`src/rtl/cd_tx_ser.sv`:
```
// Byte-to-serial transmitter: start bit, 8 data bits LSB-first, parity, stop bit,
// plus an idle gap of GAP_BITS bit periods after each message end.
module cd_tx_ser #(
  parameter int BIT_DIV  = 4,
  parameter int GAP_BITS = 4,
  parameter int PAR_ODD  = 1
) (
  input  logic       clk,
  input  logic       N_RST_REGS,
  input  logic [7:0] d,
  input  logic       d_rdy,
  input  logic       msg_end,
  output logic       busy,
  output logic       tx,
  output logic       ovr
);

  typedef enum logic [2:0] {IDLE, START, DATA, PAR, STOP, GAP} state_t;

  localparam logic [7:0] DIV_LOAD = 8'(BIT_DIV - 1);
  localparam logic [3:0] GAP_LOAD = 4'(GAP_BITS - 1);
  localparam logic       PAR_BIT  = 1'(PAR_ODD);

  state_t     state, state_nxt;
  logic [7:0] div_cnt, div_nxt;
  logic [7:0] shreg, shreg_nxt;
  logic [2:0] bit_cnt, bit_nxt;
  logic [3:0] gap_cnt, gap_nxt;
  logic       busy_nxt, tx_nxt, ovr_nxt;
  logic       bit_end;

  assign bit_end = (div_cnt == 8'd0);

  always_ff @(posedge clk or negedge N_RST_REGS) begin
    if (!N_RST_REGS) begin
      state   <= IDLE;
      div_cnt <= 8'd0;
      shreg   <= 8'd0;
      bit_cnt <= 3'd0;
      gap_cnt <= 4'd0;
      busy    <= 1'b0;
      tx      <= 1'b1;
      ovr     <= 1'b0;
    end else begin
      state   <= state_nxt;
      div_cnt <= div_nxt;
      shreg   <= shreg_nxt;
      bit_cnt <= bit_nxt;
      gap_cnt <= gap_nxt;
      busy    <= busy_nxt;
      tx      <= tx_nxt;
      ovr     <= ovr_nxt;
    end
  end

  always_comb begin
    state_nxt = state;
    div_nxt   = div_cnt;
    shreg_nxt = shreg;
    bit_nxt   = bit_cnt;
    gap_nxt   = gap_cnt;
    busy_nxt  = busy;
    tx_nxt    = tx;
    // A byte offered outside IDLE, or colliding with msg_end, is lost.
    ovr_nxt   = ovr | (d_rdy & ((state != IDLE) | msg_end));

    if (state != IDLE) begin
      div_nxt = bit_end ? DIV_LOAD : div_cnt - 8'd1;
    end

    case (state)
      IDLE: begin
        if (msg_end) begin
          state_nxt = GAP;
          busy_nxt  = 1'b1;
          tx_nxt    = 1'b1;
          div_nxt   = DIV_LOAD;
          gap_nxt   = GAP_LOAD;
        end else if (d_rdy) begin
          state_nxt = START;
          shreg_nxt = d;
          busy_nxt  = 1'b1;
          tx_nxt    = 1'b0;
          div_nxt   = DIV_LOAD;
          bit_nxt   = 3'd0;
        end
      end
      START: begin
        if (bit_end) begin
          state_nxt = DATA;
          tx_nxt    = shreg[0];
        end
      end
      DATA: begin
        if (bit_end) begin
          if (bit_cnt == 3'd7) begin
            state_nxt = PAR;
            tx_nxt    = (^shreg) ^ PAR_BIT;
          end else begin
            bit_nxt = bit_cnt + 3'd1;
            tx_nxt  = shreg[bit_cnt + 3'd1];
          end
        end
      end
      PAR: begin
        if (bit_end) begin
          state_nxt = STOP;
          tx_nxt    = 1'b1;
        end
      end
      STOP: begin
        if (bit_end) begin
          state_nxt = IDLE;
          busy_nxt  = 1'b0;
          tx_nxt    = 1'b1;
        end
      end
      GAP: begin
        if (bit_end) begin
          if (gap_cnt == 4'd0) begin
            state_nxt = IDLE;
            busy_nxt  = 1'b0;
          end else begin
            gap_nxt = gap_cnt - 4'd1;
          end
        end
      end
      default: begin
        state_nxt = IDLE;
        busy_nxt  = 1'b0;
        tx_nxt    = 1'b1;
      end
    endcase
  end

endmodule
```
`config.mk`:
```
export PLATFORM = sky130hd
export DESIGN_NAME = cd_tx_ser
export DESIGN_NICKNAME = d
export VERILOG_FILES = /design/src/rtl/cd_tx_ser.sv
export SDC_FILE = /design/constraint.sdc
export NUM_CORES = 1
export LEC_CHECK = 0
export BUFFER_PORTS_ARGS = -buffer_cell sky130_fd_sc_hd__buf_4
export CORE_UTILIZATION = 35
export CTS_CLUSTER_DIAMETER = 120
export CTS_CLUSTER_SIZE = 24
export DETAILED_ROUTE_END_ITERATION = 10
export RECOVER_POWER = 25
export SETUP_SLACK_MARGIN = 0.2
export SLEW_MARGIN = 15
export SYNTH_ARGS = -nofsm -noshare
export SYNTH_HDL_FRONTEND = slang
export SYNTH_SLANG_ARGS = --single-unit
```
`constraint.sdc`:
```
create_clock -name clk -period 6.55 [get_ports clk]
set_clock_uncertainty 0.2 [all_clocks]
set_input_delay 0.655 -clock clk [delete_from_list [all_inputs] [get_ports clk]]
set_output_delay 0.655 -clock clk [all_outputs]
set_load 0.05 [all_outputs]
```
### Word-level counts from Yosys, hierarchy flattened

Cells that the tools add are included.

* divide/modulo/power cells: 0
* $lt $le $gt $ge: 1
* bitwise operators: 7
* reduce and logical (&&, ||, !) cells: 15
* shifts and indexed selects: 0
* equal/unequal tests: 20
* $add $sub $neg: 3
* muxes and demuxes: 39
* multipliers: 0

Operators by type and width (number)
* 8-bit two-way mux: 5
* 3-bit two-way mux: 13
* 2-bit inequality test, second input constant: 12
* 3-bit case mux with 6 select lines: 1
* 5-bit AND reduction: 3
* 1-bit two-way mux: 12
* 4-bit two-way mux: 3
* 3-bit == test, second input constant: 3
* 8-bit zero test: 1
* 4-bit case mux with 2 select lines: 1
* 8-bit AND reduction: 1
* 8-bit parity: 1
* 8-bit by 1-bit subtractor with 8-bit output, second input constant: 1
* 3-bit by 2-bit == test with 1-bit output, second input constant: 2
* 3-bit case mux with 2 select lines: 1
* 1-bit case mux with 5 select lines: 1
* 4-bit zero test: 1
* 3-bit by 4-bit < comparator with 1-bit output, second input constant: 1
* 1-bit NOT: 4
* 1-bit case mux with 4 select lines: 1
* 4-bit AND reduction: 1
* 2-bit nonzero test: 2
* 4-bit by 1-bit subtractor with 4-bit output, second input constant: 1
* 3-bit by 1-bit adder with 3-bit output, second input constant: 1
* 11 further kinds: 12

* output and inout bits: 3
* input bits: 12
* memories kept: 0
* memory bits (writable): 0
* bits in read-only memories: 0
* flip-flop bits (word level): 29
* bits in latches: 0

### Longest topological paths before layout

Gate-level depths: netlist (run 1).

* depth in word-level cells: 6
* depth in mapped cells: 8
* depth with buffers taken out: 7

### Worst setup path after synthesis (run 1)

OpenSTA, ideal clock, no wires.

* path type: register to register
* start point: reg div_cnt[0]
* end point: reg state[0]
* arrival time: 1.898 ns
* setup slack: 4.324 ns
* required time: 6.222 ns
* cell stages (with the launch flop): 9
* setup time: 0.128 ns
* clock period less this slack: 2.226 ns
* path through: dfrtp_1 > inv_1 > ha_1 > or3b_1 > clkbuf_1 > nor2_4 > o21ai_1 > a21oi_2 > mux2_1

* word-level cells in the longest chain between the ends: 3

Ends and longest elaborated chain
* start: declaration: RTL line 25 `logic [7:0] div_cnt, div_nxt;`
* start signal: assignment: RTL line 46 `div_cnt <= div_nxt;`
* 8-bit zero test *: RTL line 32 `assign bit_end = (div_cnt == 8'd0);`
* 2-bit inequality test (no line)
* 8-bit AND reduction (no line) *
* end signal: assignment: RTL line 45 `state <= state_nxt;`
* end: declaration: RTL line 24 `state_t state, state_nxt;`

Every way passes the cells marked *; elsewhere a longest branch is shown, timed or not.
A chain may end at the register's enable or synchronous reset.

### Worst setup path in the final report (run 1)

Same ends and word-level chain as after synthesis.

==> results of run 1 <==
## power groups by stage
stage	Combinational [mW]	Clock [mW]	Sequential (mW)
3_3_place_gp	0.432	0	0.332
6_report	0.446	0.191	0.336
5_1_grt	0.498	0.202	0.348
4_1_cts	0.451	0.193	0.335
2_1_floorplan	0.379	0	0.316
3_5_place_dp	0.450	0	0.337
## state kept, by name (all words and copies together), names as in the netlist
| register | count |
|---|---|
| bit_cnt | 3 |
| shreg | 8 |
| ovr | 1 |
| tx | 1 |
| div_cnt | 8 |
| gap_cnt | 4 |
| state | 3 |
| busy | 1 |
## path summary, 6_finish.rpt
check | slack (ns) | start | to | cells after the start
worst max-delay path | 4.15 | div_cnt[0]$_DFF_PN0_ | state[0]$_DFFE_PN0P_ | 7
worst min-delay path | 0.27 | tx$_DFFE_PN1P_ | tx$_DFFE_PN1P_ | 2
worst max register to register | 4.15 | div_cnt[0]$_DFF_PN0_ | state[0]$_DFFE_PN0P_ | 7
worst min register to register | 0.27 | tx$_DFFE_PN1P_ | tx$_DFFE_PN1P_ | 2
max in group asynchronous | 4.72 | N_RST_REGS | div_cnt[6]$_DFF_PN0_ | 1
min in group asynchronous | 0.54 | N_RST_REGS | bit_cnt[0]$_DFFE_PN0P_ | 1
## kinds of logic after synthesis
kind of cell | after synthesis | share of synthesized area
AO/OA/AOI/OAI | 40 | 0.1660
flip-flops | 29 | 0.4346
AND/OR/NAND/NOR | 51 | 0.1735
multiplexers | 15 | 0.1062
buffers and inverters | 16 | 0.03740
adder cells (fa/ha/maj) | 4 | 0.02992
XOR/XNOR | 10 | 0.05236
## per-layer routing
metal  vias to the layer above  routed length (um)  share of wire  track usage
li1                        618                   -              -            -
met1                       612                1441           0.44       0.1710
met2                        20                1696           0.52       0.2650
met3                         6                  97          0.030      0.03846
met4                         0                  48          0.015      0.05556
met5                         -                   0              0            0
## critical path: stages, from the launching register on
cell,delay (ns)
dfrtp_1,0.42
inv_1,0.08
ha_1,0.18
or3b_1,0.51
nor2_4,0.27
o21ai_1,0.12
a21oi_2,0.18
mux2_1,0.34
## synthesized netlist by cell type (all sizes together)
library cell / n / area (sq um)
inv: 9 / 33.78
o21bai: 2 / 15.01
nor2b: 1 / 6.260
dfstp: 1 / 26.28
nor4: 2 / 27.53
ha: 4 / 50.05
or3: 2 / 17.52
o211ai: 3 / 27.52
a21boi: 1 / 7.510
or3b: 1 / 8.760
mux4: 1 / 22.52
nor4b: 1 / 8.760
mux2: 12 / 135.1
clkbuf: 3 / 11.26
o2bb2ai: 1 / 8.760
a22o: 4 / 35.03
o31a: 1 / 8.760
a311oi: 1 / 8.760
o31ai: 2 / 15.01
and3: 1 / 6.260
nor3: 7 / 40.04
nand2: 14 / 55.06
a21oi: 8 / 43.79
o32ai: 1 / 16.27
a22oi: 1 / 7.510
nor3b: 2 / 15.01
xnor2: 8 / 70.07
o22ai: 1 / 6.260
a211oi: 1 / 7.510
nor2: 15 / 66.32
a32o: 1 / 10.01
or2: 2 / 12.51
dfrtp: 28 / 700.7
mux2i: 2 / 20.02
buf: 4 / 17.52
or4: 2 / 18.77
xor2: 2 / 17.52
nand3b: 1 / 7.510
o21ai: 12 / 60.05
## per-stage QoR
stage	instances	setup slack, ns	area, sq um
final	232	4.145	1927
after global routing	232	4.019	1927
after CTS	232	4.165	1931
after detailed placement	224	4.176	1814
after global placement	224	4.267	1814
after floorplan	165	4.324	1673
## final cells by class
class	count	share of cell area
timing repair buffer	14	0.05260
tap	52	0.03377
clock buffer	7	0.04481
clock inverter	1	0.01558
sequential	29	0.3773
multi-input combinational	120	0.4584
inverter	9	0.01753
==> flow_metrics.env, run 1 <==
export IMPL_p_int_mw=0.5809
export IMPL_cts_clk_slew_worst_paths_ns=0.06
export IMPL_fmax_ghz=0.4159
export IMPL_yosysWarnings=0
export IMPL_min_path_type="flip-flop to flip-flop"
export IMPL_yosysUniqueCellTypes=51
export IMPL_antenna_left=0
export IMPL_cts_root_buf="clkbuf_8"
export IMPL_post_route_period_util=0.3671
export IMPL_area_growth_syn_to_layout_pct=15.18
export IMPL_grt_setup_unrepaired="false"
export IMPL_grt_pass1_vias=1271
export IMPL_power_mw=0.9728
export IMPL_overflow=0
export IMPL_drtIter0Drc=73
export IMPL_syn_inst=165
export IMPL_ys_seq_area_frac=0.4346
export IMPL_p_sw_frac=0.4029
export IMPL_p_per_area_nw_per_um2=504.9
export IMPL_routed_wl_um=3284
export IMPL_die_h_um=71.14
export IMPL_seq_power_share=0.345
export IMPL_p_clk_frac=0.197
export IMPL_cts_buffer_depth=2
export IMPL_clock_latency_ns=0.28
export IMPL_cp_end_kind="flip-flop"
export IMPL_initial_core_util=0.3739
export IMPL_via_per_inst=5.414
export IMPL_mostFrequentLayoutCells="dfrtp_1, nor2_1, nand2_1, buf_4"
export IMPL_relSlewSlack=-0.02039
export IMPL_fin_util=0.4306
export IMPL_syn_area_sq_um=1673
export IMPL_fin_crit_ns=2.405
export IMPL_max_cap_violations=1
export IMPL_final_hold_violation_count=0
export IMPL_die_width_um=71.14
export IMPL_avgSynthCellArea_sq_um=10.14
export IMPL_firstDrtPassIters=6
export IMPL_wl_per_cell_um=14.16
export IMPL_grt_usage=0.1485
export IMPL_globalplace_congestion=0.8579
export IMPL_violations="capacitance limit, slew limit"
export IMPL_numCtsBuffers=5
export IMPL_cts_sinks=29
export IMPL_setup_viol=0
export IMPL_status="complete, but fails checks"
export IMPL_grt_start_max_net_pins=30
export IMPL_comb_power_share=0.458
export IMPL_fillers=426
export IMPL_diodes=0
export IMPL_tightest_slew_ns=1.531
export IMPL_coreArea_sq_um=4474
export IMPL_crit_required_ns=6.51
export IMPL_drive_above_1_share=0.2278
export IMPL_worst_setup_path_type="flip-flop to flip-flop"
export IMPL_multi_input_area_sq_um=883.3
export IMPL_power_switching_mw=0.3919
export IMPL_postCtsSetupBuffers=0
export IMPL_crit_arrival_ns=2.37
export IMPL_timing_setup_tns_ns=0
export IMPL_fin_nets=195
export IMPL_hpwl_um=2409
export IMPL_drcViolationCount=0
export IMPL_ctsResizeCount=0
export IMPL_grt_pass1_wl_um=5816
export IMPL_holdWs_ns=0.2726
export IMPL_die_area_sq_um=5060
export IMPL_layout_commonest_cell="dfrtp_1"
export IMPL_vias=1256
export IMPL_synth_nets=181
export IMPL_crit_path_max_fanout=9
export IMPL_cp_start_kind="flip-flop"
export IMPL_p_leak_nw=0.8382
export IMPL_cts_tree="done"
export IMPL_ios=15
export IMPL_irDropWorstVdd_mv=0.2216
export IMPL_num_rows=24
export IMPL_place_port_buffers=14
export IMPL_regArea_sq_um=726.9
export IMPL_cts_hold_buf=0
export IMPL_ys_ff_latch=29
export IMPL_antenna_found_initial=0
export IMPL_htreeDepth=2
export IMPL_final_max_slew_viol_count=30
(Power assumes the default switching activity.)
==> run 2, diff against run 1 <==
--- a/config.mk
+++ b/config.mk
@@ -5,6 +5,7 @@
 export SDC_FILE = /design/constraint.sdc
 export NUM_CORES = 1
 export LEC_CHECK = 0
+export ABC_AREA = 1
 export BUFFER_PORTS_ARGS = -buffer_cell sky130_fd_sc_hd__buf_4
 export CORE_UTILIZATION = 35
 export CTS_CLUSTER_DIAMETER = 120
==> constraint.sdc (replaced) <==
create_clock -name clk -period 2.4 [get_ports clk]
set_clock_uncertainty 0.2 [all_clocks]
set_input_delay 0.24 -clock clk [delete_from_list [all_inputs] [get_ports clk]]
set_output_delay 0.24 -clock clk [all_outputs]
set_load 0.05 [all_outputs]
==> run 2 against run 1 <==
The run now ends clean. Hold slack got worse by 0.19 ns. Clock-buffer cell count unchanged. Sequential power increased by 150%. Critical path type unchanged. Largest power group unchanged. Highest routed layer unchanged.
==> flow_metrics.env, run 2 <==
export IMPL_status="finished, final reports clean"
export IMPL_synth_top_area_cell="dfrtp_1"
export IMPL_mostFrequentLayoutCells="nand2_1, inv_1, dfrtp_1, nor2_1"
export IMPL_critPathMaxStageDelay_ns=0.38
export IMPL_cts_root_buf="clkbuf_8"
export IMPL_num_rows=25
export IMPL_die_h_um=74.30
export IMPL_overflow=0
export IMPL_final_hold_violation_count=0
export IMPL_cts_tree="done"
export IMPL_coreArea_sq_um=4880
export IMPL_relSlewSlack=0.5088
export IMPL_post_route_period_util=0.7719
export IMPL_clock_latency_ns=0.28
export IMPL_die_area_sq_um=5520
export IMPL_r2r_slack_ns=0.55
export IMPL_yosysUniqueCellTypes=35
export IMPL_firstDrtPassIters=4
export IMPL_wl_per_cell_um=10.74
export IMPL_min_path_cells=4
export IMPL_die_width_um=74.30
export IMPL_p_leak_nw=1.079
export IMPL_htreeDepth=2
export IMPL_via_per_inst=4.601
export IMPL_rr_worst_depth=9
export IMPL_yosysWarnings=0
export IMPL_r2r_start="div_cnt[0]$_DFF_PN0_"
export IMPL_synth_common_cells="nand2_1, inv_1, dfrtp_1, nor2_1, nand3_1"
export IMPL_vias=1509
export IMPL_crit_family="simple AND/OR/NAND/NOR gates"
export IMPL_ys_async_sr_fraction=1.000
export IMPL_fin_nets=277
export IMPL_globalplace_congestion=0.7798
export IMPL_reg2reg_to="state[1]$_DFFE_PN0P_"
export IMPL_crit_arrival_ns=1.81
export IMPL_yosysMostFrequentCell="nand2_1"
export IMPL_synth_edf_count=0
export IMPL_crit_slowest_cell="dfrtp_1"
export IMPL_avgSynthCellArea_sq_um=7.851
export IMPL_synth_top_area_share=0.3830
export IMPL_grt_start_max_net_pins=30
export IMPL_worstHoldStart="msg_end"
export IMPL_antenna_found_initial=0
export IMPL_fmax_ghz=0.5398
export IMPL_place_port_buffers=14
export IMPL_numCtsBuffers=5
export IMPL_tightest_slew_ns=0.7368
export IMPL_ios=15
export IMPL_hpwl_um=2554
export IMPL_syn_inst=233
export IMPL_area_growth_syn_to_layout_pct=19.02
export IMPL_drtIter0Drc=54
export IMPL_min_path_type="input port to flip-flop"
export IMPL_crit_buf_inv=1
export IMPL_final_max_slew_viol_count=0
export IMPL_fillers=496
export IMPL_p_per_area_nw_per_um2=1225
export IMPL_antenna_left=0
export IMPL_place_area_sq_um=2003
export IMPL_min_to="gap_cnt[2]$_DFFE_PN0P_"
export IMPL_ys_seq_area_frac=0.3974
export IMPL_grt_setup_unrepaired="false"
export IMPL_path_cells="inv_1, ha_1, nand2_2, nor2_4, nor2_4, nor3_4, nand2_2, nand2_1, o21ai_1"
export IMPL_layout_commonest_cell="nand2_1"
export IMPL_crit_required_ns=2.36
export IMPL_synth_nets=249
export IMPL_ys_top_cells_by_area="dfrtp_1, nand2_1, inv_1"
export IMPL_grt_usage=0.1530
export IMPL_irDropWorstVdd_mv=0.5319
export IMPL_cts_sinks=29
export IMPL_initial_core_util=0.3749
export IMPL_ys_ff_latch=29
export IMPL_design_area_sq_um=2177
export IMPL_top_regs="div_cnt (8), shreg (8), gap_cnt (4)"
export IMPL_drive_above_1_share=0.2261
export IMPL_syn_area_sq_um=1829
export IMPL_max_cap_violations=0
export IMPL_synthFlopType="dfrtp_1"
export IMPL_cts_clk_slew_worst_paths_ns=0.06
export IMPL_routed_wl_um=3523
export IMPL_cp_start_kind="flip-flop"
export IMPL_setup_viol=0
export IMPL_cp_end_kind="flip-flop"
export IMPL_worst_setup_path_type="flip-flop to flip-flop"
export IMPL_fin_crit_ns=1.853
export IMPL_drcViolationCount=0
export IMPL_diodes=0
export IMPL_crit_path_max_fanout=4
export IMPL_cts_buffer_depth=2
export IMPL_cp_depth=9
export IMPL_grt_pass1_wl_um=6244
export IMPL_timing_setup_tns_ns=0
export IMPL_grt_pass1_vias=1424
==> run 2: cell types whose count changed in the layout (fill, tap and decap cells not counted), moves of 7 or more <==
cell	delta
nand2_1	+47
inv_1	+21
nand3_1	+13
dlygate4sd3_1	+9
mux2_2	-9
a21oi_2	+8
xnor2_1	-7
==> run 2: through the flow <==
stage	hold WS [ns]	total power, mW	setup slack [ns]	utilization	instances
2_1_floorplan	-0.2556	1.980	0.7137	-	233
3_3_place_gp	-0.008465	2.251	0.6035	0.4105	312
3_5_place_dp	-0.009599	2.259	0.5758	0.4105	312
4_1_cts	0.06706	2.702	0.5292	0.4467	328
5_1_grt	0.06988	2.947	0.4320	0.4462	328
6_report	0.07979	2.666	0.5473	0.4462	328
==> run 2: kinds of logic (layout without fill, tap and decap cells) <==
family | after synthesis | count (layout) | share of synthesized area
adder cells (fa/ha/maj) | 4 | 4 | 0.02736
buffers and inverters | 38 | 66 | 0.08413
flip-flops | 29 | 29 | 0.3974
XOR/XNOR | 6 | 6 | 0.02873
AND/OR/NAND/NOR | 114 | 114 | 0.3057
AO/OA/AOI/OAI | 42 | 42 | 0.1566
==> run 2: power by group <==
group / switching [mW] / total (mW) / internal, mW
logic: 0.911 / 1.42 / 0.511
clock network: 0.183 / 0.410 / 0.227
registers: 0.154 / 0.834 / 0.681
==> run 2: layer usage <==
metal | GRT usage | vias to the layer above | wire length (um)
met1 | 0.1944 | 678 | 1808
met4 | 0.07338 | 0 | 51
met3 | 0.04336 | 4 | 97
met2 | 0.2404 | 21 | 1565
li1 | - | 806 | -
met5 | 0 | - | 0
==> run 2: area by class of cell <==
| cell class | count | area (sq um) | area share |
|---|---|---|---|
| multi-input cells | 166 | 948.4 | 0.4356 |
| flip-flops and latches | 29 | 726.9 | 0.3339 |
| repair buffers | 23 | 192.7 | 0.08851 |
| inverters | 36 | 138.9 | 0.06379 |
| clock buffers | 7 | 86.33 | 0.03966 |
| well taps | 67 | 83.83 | 0.03851 |
==> run 2: what timing repair did <==
action / CTS / global route
resized for setup: 0 / 0
hold buffers: 9 / 0
endpoints found under the hold margin: 37 / 0
setup buffers: 0 / 0
==> run 2: worst max path at each step <==
| stage | end | from | slack, ns |
|---|---|---|---|
| 2_1_floorplan | busy$_DFFE_PN0P_ | div_cnt[0]$_DFF_PN0_ | 0.71 |
| 6_report | state[1]$_DFFE_PN0P_ | div_cnt[0]$_DFF_PN0_ | 0.55 |
| 5_1_grt | state[2]$_DFFE_PN0P_ | div_cnt[0]$_DFF_PN0_ | 0.43 |
| 3_3_place_gp | state[1]$_DFFE_PN0P_ | div_cnt[0]$_DFF_PN0_ | 0.60 |
| 3_5_place_dp | state[1]$_DFFE_PN0P_ | div_cnt[0]$_DFF_PN0_ | 0.58 |
| 4_1_cts | state[1]$_DFFE_PN0P_ | div_cnt[0]$_DFF_PN0_ | 0.53 |
==> run 2: tightest hold or removal path: cells and delay by family <==
family                 cells  cell delay, ns
buffers and inverters      1            0.10
AND/OR/NAND/NOR            2            0.15
AO/OA/AOI/OAI              1            0.03
==> run 3, diff against run 2 <==
==> constraint.sdc (replaced) <==
create_clock -name clk -period 1.7 [get_ports clk]
set_clock_uncertainty 0.2 [all_clocks]
set_input_delay 0.17 -clock clk [delete_from_list [all_inputs] [get_ports clk]]
set_output_delay 0.17 -clock clk [all_outputs]
set_load 0.05 [all_outputs]
==> run 3 against run 2 <==
The run now ends with setup timing left. Global-route usage grew 1.3 points. Combinational power grew 110%. Utilization grew 9.1 points. Critical path depth shrank 1. Critical path type unchanged. Largest power group unchanged.
==> flow_metrics.env, run 3 (synthesis gave the netlist of run 2 again) <==
export IMPL_final_hold_violation_count=0
export IMPL_grt_setup_unrepaired="true"
export IMPL_htreeDepth=2
export IMPL_cts_buffer_depth=2
export IMPL_coreArea_sq_um=4880
export IMPL_firstDrtPassIters=4
export IMPL_drcViolationCount=0
export IMPL_regArea_sq_um=728.2
export IMPL_overflow=0
export IMPL_comb_power_share=0.634
export IMPL_grt_start_max_net_pins=30
export IMPL_crit_slowest_cell="dfrtp_1"
export IMPL_dp_cells=324
export IMPL_cp_start_kind="flip-flop"
export IMPL_die_h_um=74.30
export IMPL_grt_pass1_wl_um=6934
export IMPL_setup_viol=5
export IMPL_crit_buf_inv=0
export IMPL_cts_clk_slew_worst_paths_ns=0.06
export IMPL_vias=1680
export IMPL_wl_per_cell_um=12.26
export IMPL_final_max_slew_viol_count=0
export IMPL_fillers=465
export IMPL_initial_core_util=0.3749
export IMPL_hpwl_um=2677
export IMPL_p_sw_frac=0.4628
export IMPL_cts_tree="done"
export IMPL_fin_crit_ns=1.726
export IMPL_grt_usage=0.1661
export IMPL_place_area_sq_um=2140
export IMPL_cts_root_buf="clkbuf_8"
export IMPL_globalplace_congestion=0.7864
export IMPL_layout_commonest_cell="nand2_1"
export IMPL_crit_path_max_fanout=4
export IMPL_setup_ws_ns=-0.02585
export IMPL_seq_power_share=0.254
export IMPL_p_int_mw=2.502
export IMPL_cp_common_cell="nand2_2"
export IMPL_fmax_ghz=0.5794
export IMPL_antenna_left=0
export IMPL_antenna_found_initial=0
export IMPL_timing_setup_tns_ns=-0.09113
export IMPL_crit_family="simple AND/OR/NAND/NOR gates"
export IMPL_via_per_inst=4.759
export IMPL_critPathMaxStageDelay_ns=0.42
export IMPL_numCtsBuffers=5
export IMPL_multi_input_area_sq_um=1172
export IMPL_tightest_slew_ns=0.7519
export IMPL_violations="setup timing"
export IMPL_cp_end_kind="flip-flop"
export IMPL_status="complete, but fails checks"
export IMPL_p_per_area_nw_per_um2=1776
export IMPL_num_rows=25
export IMPL_layoutNonFillerInstCount=353
export IMPL_crit_required_ns=1.67
export IMPL_path_cells="nor2_2, nand3_2, o21bai_4, nand2_2, nor3_4, nand2_2, nand2_1, o21ai_1"
export IMPL_power_mw=4.658
export IMPL_diodes=0
export IMPL_drive_above_1_share=0.3881
export IMPL_post_route_period_util=1.015
export IMPL_cts_sinks=29
export IMPL_design_area_sq_um=2623
export IMPL_routed_wl_um=4327
export IMPL_max_cap_violations=0
export IMPL_die_width_um=74.30
export IMPL_p_leak_nw=1.234
export IMPL_relSlewSlack=0.4988
export IMPL_p_clk_frac=0.112
export IMPL_die_area_sq_um=5520
export IMPL_min_path_type="input port to flip-flop"
export IMPL_holdWs_ns=0.06247
export IMPL_crit_arrival_ns=1.69
export IMPL_grt_pass1_vias=1532
export IMPL_drtIter0Drc=36
export IMPL_fin_nets=303
export IMPL_irDropWorstVdd_mv=0.8373
export IMPL_power_switching_mw=2.156
export IMPL_worst_setup_path_type="flip-flop to flip-flop"
export IMPL_top_regs="div_cnt (8), shreg (8), gap_cnt (4)"
export IMPL_place_port_buffers=14
export IMPL_ios=15
export IMPL_area_growth_syn_to_layout_pct=43.37
export IMPL_mostFrequentLayoutCells="nand2_1, buf_4, inv_1, dfrtp_1, nor2_4"
export IMPL_clock_latency_ns=0.28
## run 3: cell type report
cell class | instances | share of cell area
Timing Repair Buffer | 48 | 0.1584
Clock inverter | 1 | 0.001908
Tap cell | 67 | 0.03197
Clock buffer | 5 | 0.02624
Sequential cell | 29 | 0.2777
Inverter | 36 | 0.05677
Multi-Input combinational cell | 167 | 0.4470
## run 3: routing by layer
metal | wire [um] | share of wire | GRT usage | up-vias
li1 | - | - | - | 850
met1 | 2000 | 0.46 | 0.2275 | 790
met2 | 2109 | 0.49 | 0.2545 | 30
met3 | 122 | 0.028 | 0.04065 | 10
met4 | 94 | 0.022 | 0.06289 | 0
met5 | 0 | 0 | 0 | -
## run 3: path summary, 6_finish.rpt
check | slack [ns] | end | cells after the start | startpoint
min in group asynchronous | 0.30 | gap_cnt[0]$_DFFE_PN0P_ | 2 | N_RST_REGS
setup / recovery | -0.03 | state[1]$_DFFE_PN0P_ | 8 | div_cnt[5]$_DFF_PN0_
hold / removal | 0.06 | ovr$_DFF_PN0_ | 3 | d_rdy
max in group asynchronous | 0.47 | state[2]$_DFFE_PN0P_ | 2 | N_RST_REGS
setup reg to reg | -0.03 | state[1]$_DFFE_PN0P_ | 8 | div_cnt[5]$_DFF_PN0_
hold reg to reg | 0.28 | ovr$_DFF_PN0_ | 1 | ovr$_DFF_PN0_
## run 3: stage by stage
| step | util | worst slack, ns |
|---|---|---|
| finish | 0.5374 | -0.02585 |
| global route | 0.5374 | -0.1511 |
| CTS | 0.5072 | -0.0001275 |
| detailed placement | 0.4385 | -0.01926 |
| global placement | 0.4385 | 0.03253 |
| floorplan | - | 0.09531 |
## run 3: power groups by stage
stage	Clock [mW]	Sequential (mW)	Combinational, mW
floorplan	0	1.22	1.65
global placement	0	1.18	2.22
detailed placement	0	1.18	2.25
CTS	0.544	1.18	2.50
global route	0.567	1.22	3.25
finish	0.520	1.18	2.95
## run 3: worst min-delay path: cells and delay by family
kind	cells	cell delay, ns
compound gates	1	0.08
buf+inv	2	0.25
## run 3: timing repair
action / 4_1_cts / 5_1_grt
hold buffers: 9 / 0
gates cloned: 1 / 0
hold endpoints to repair: 37 / 0
setup endpoints to repair: 26 / 27
pin swaps: 10 / 10
setup buffers: 4 / 9
resized for setup: 30 / 23
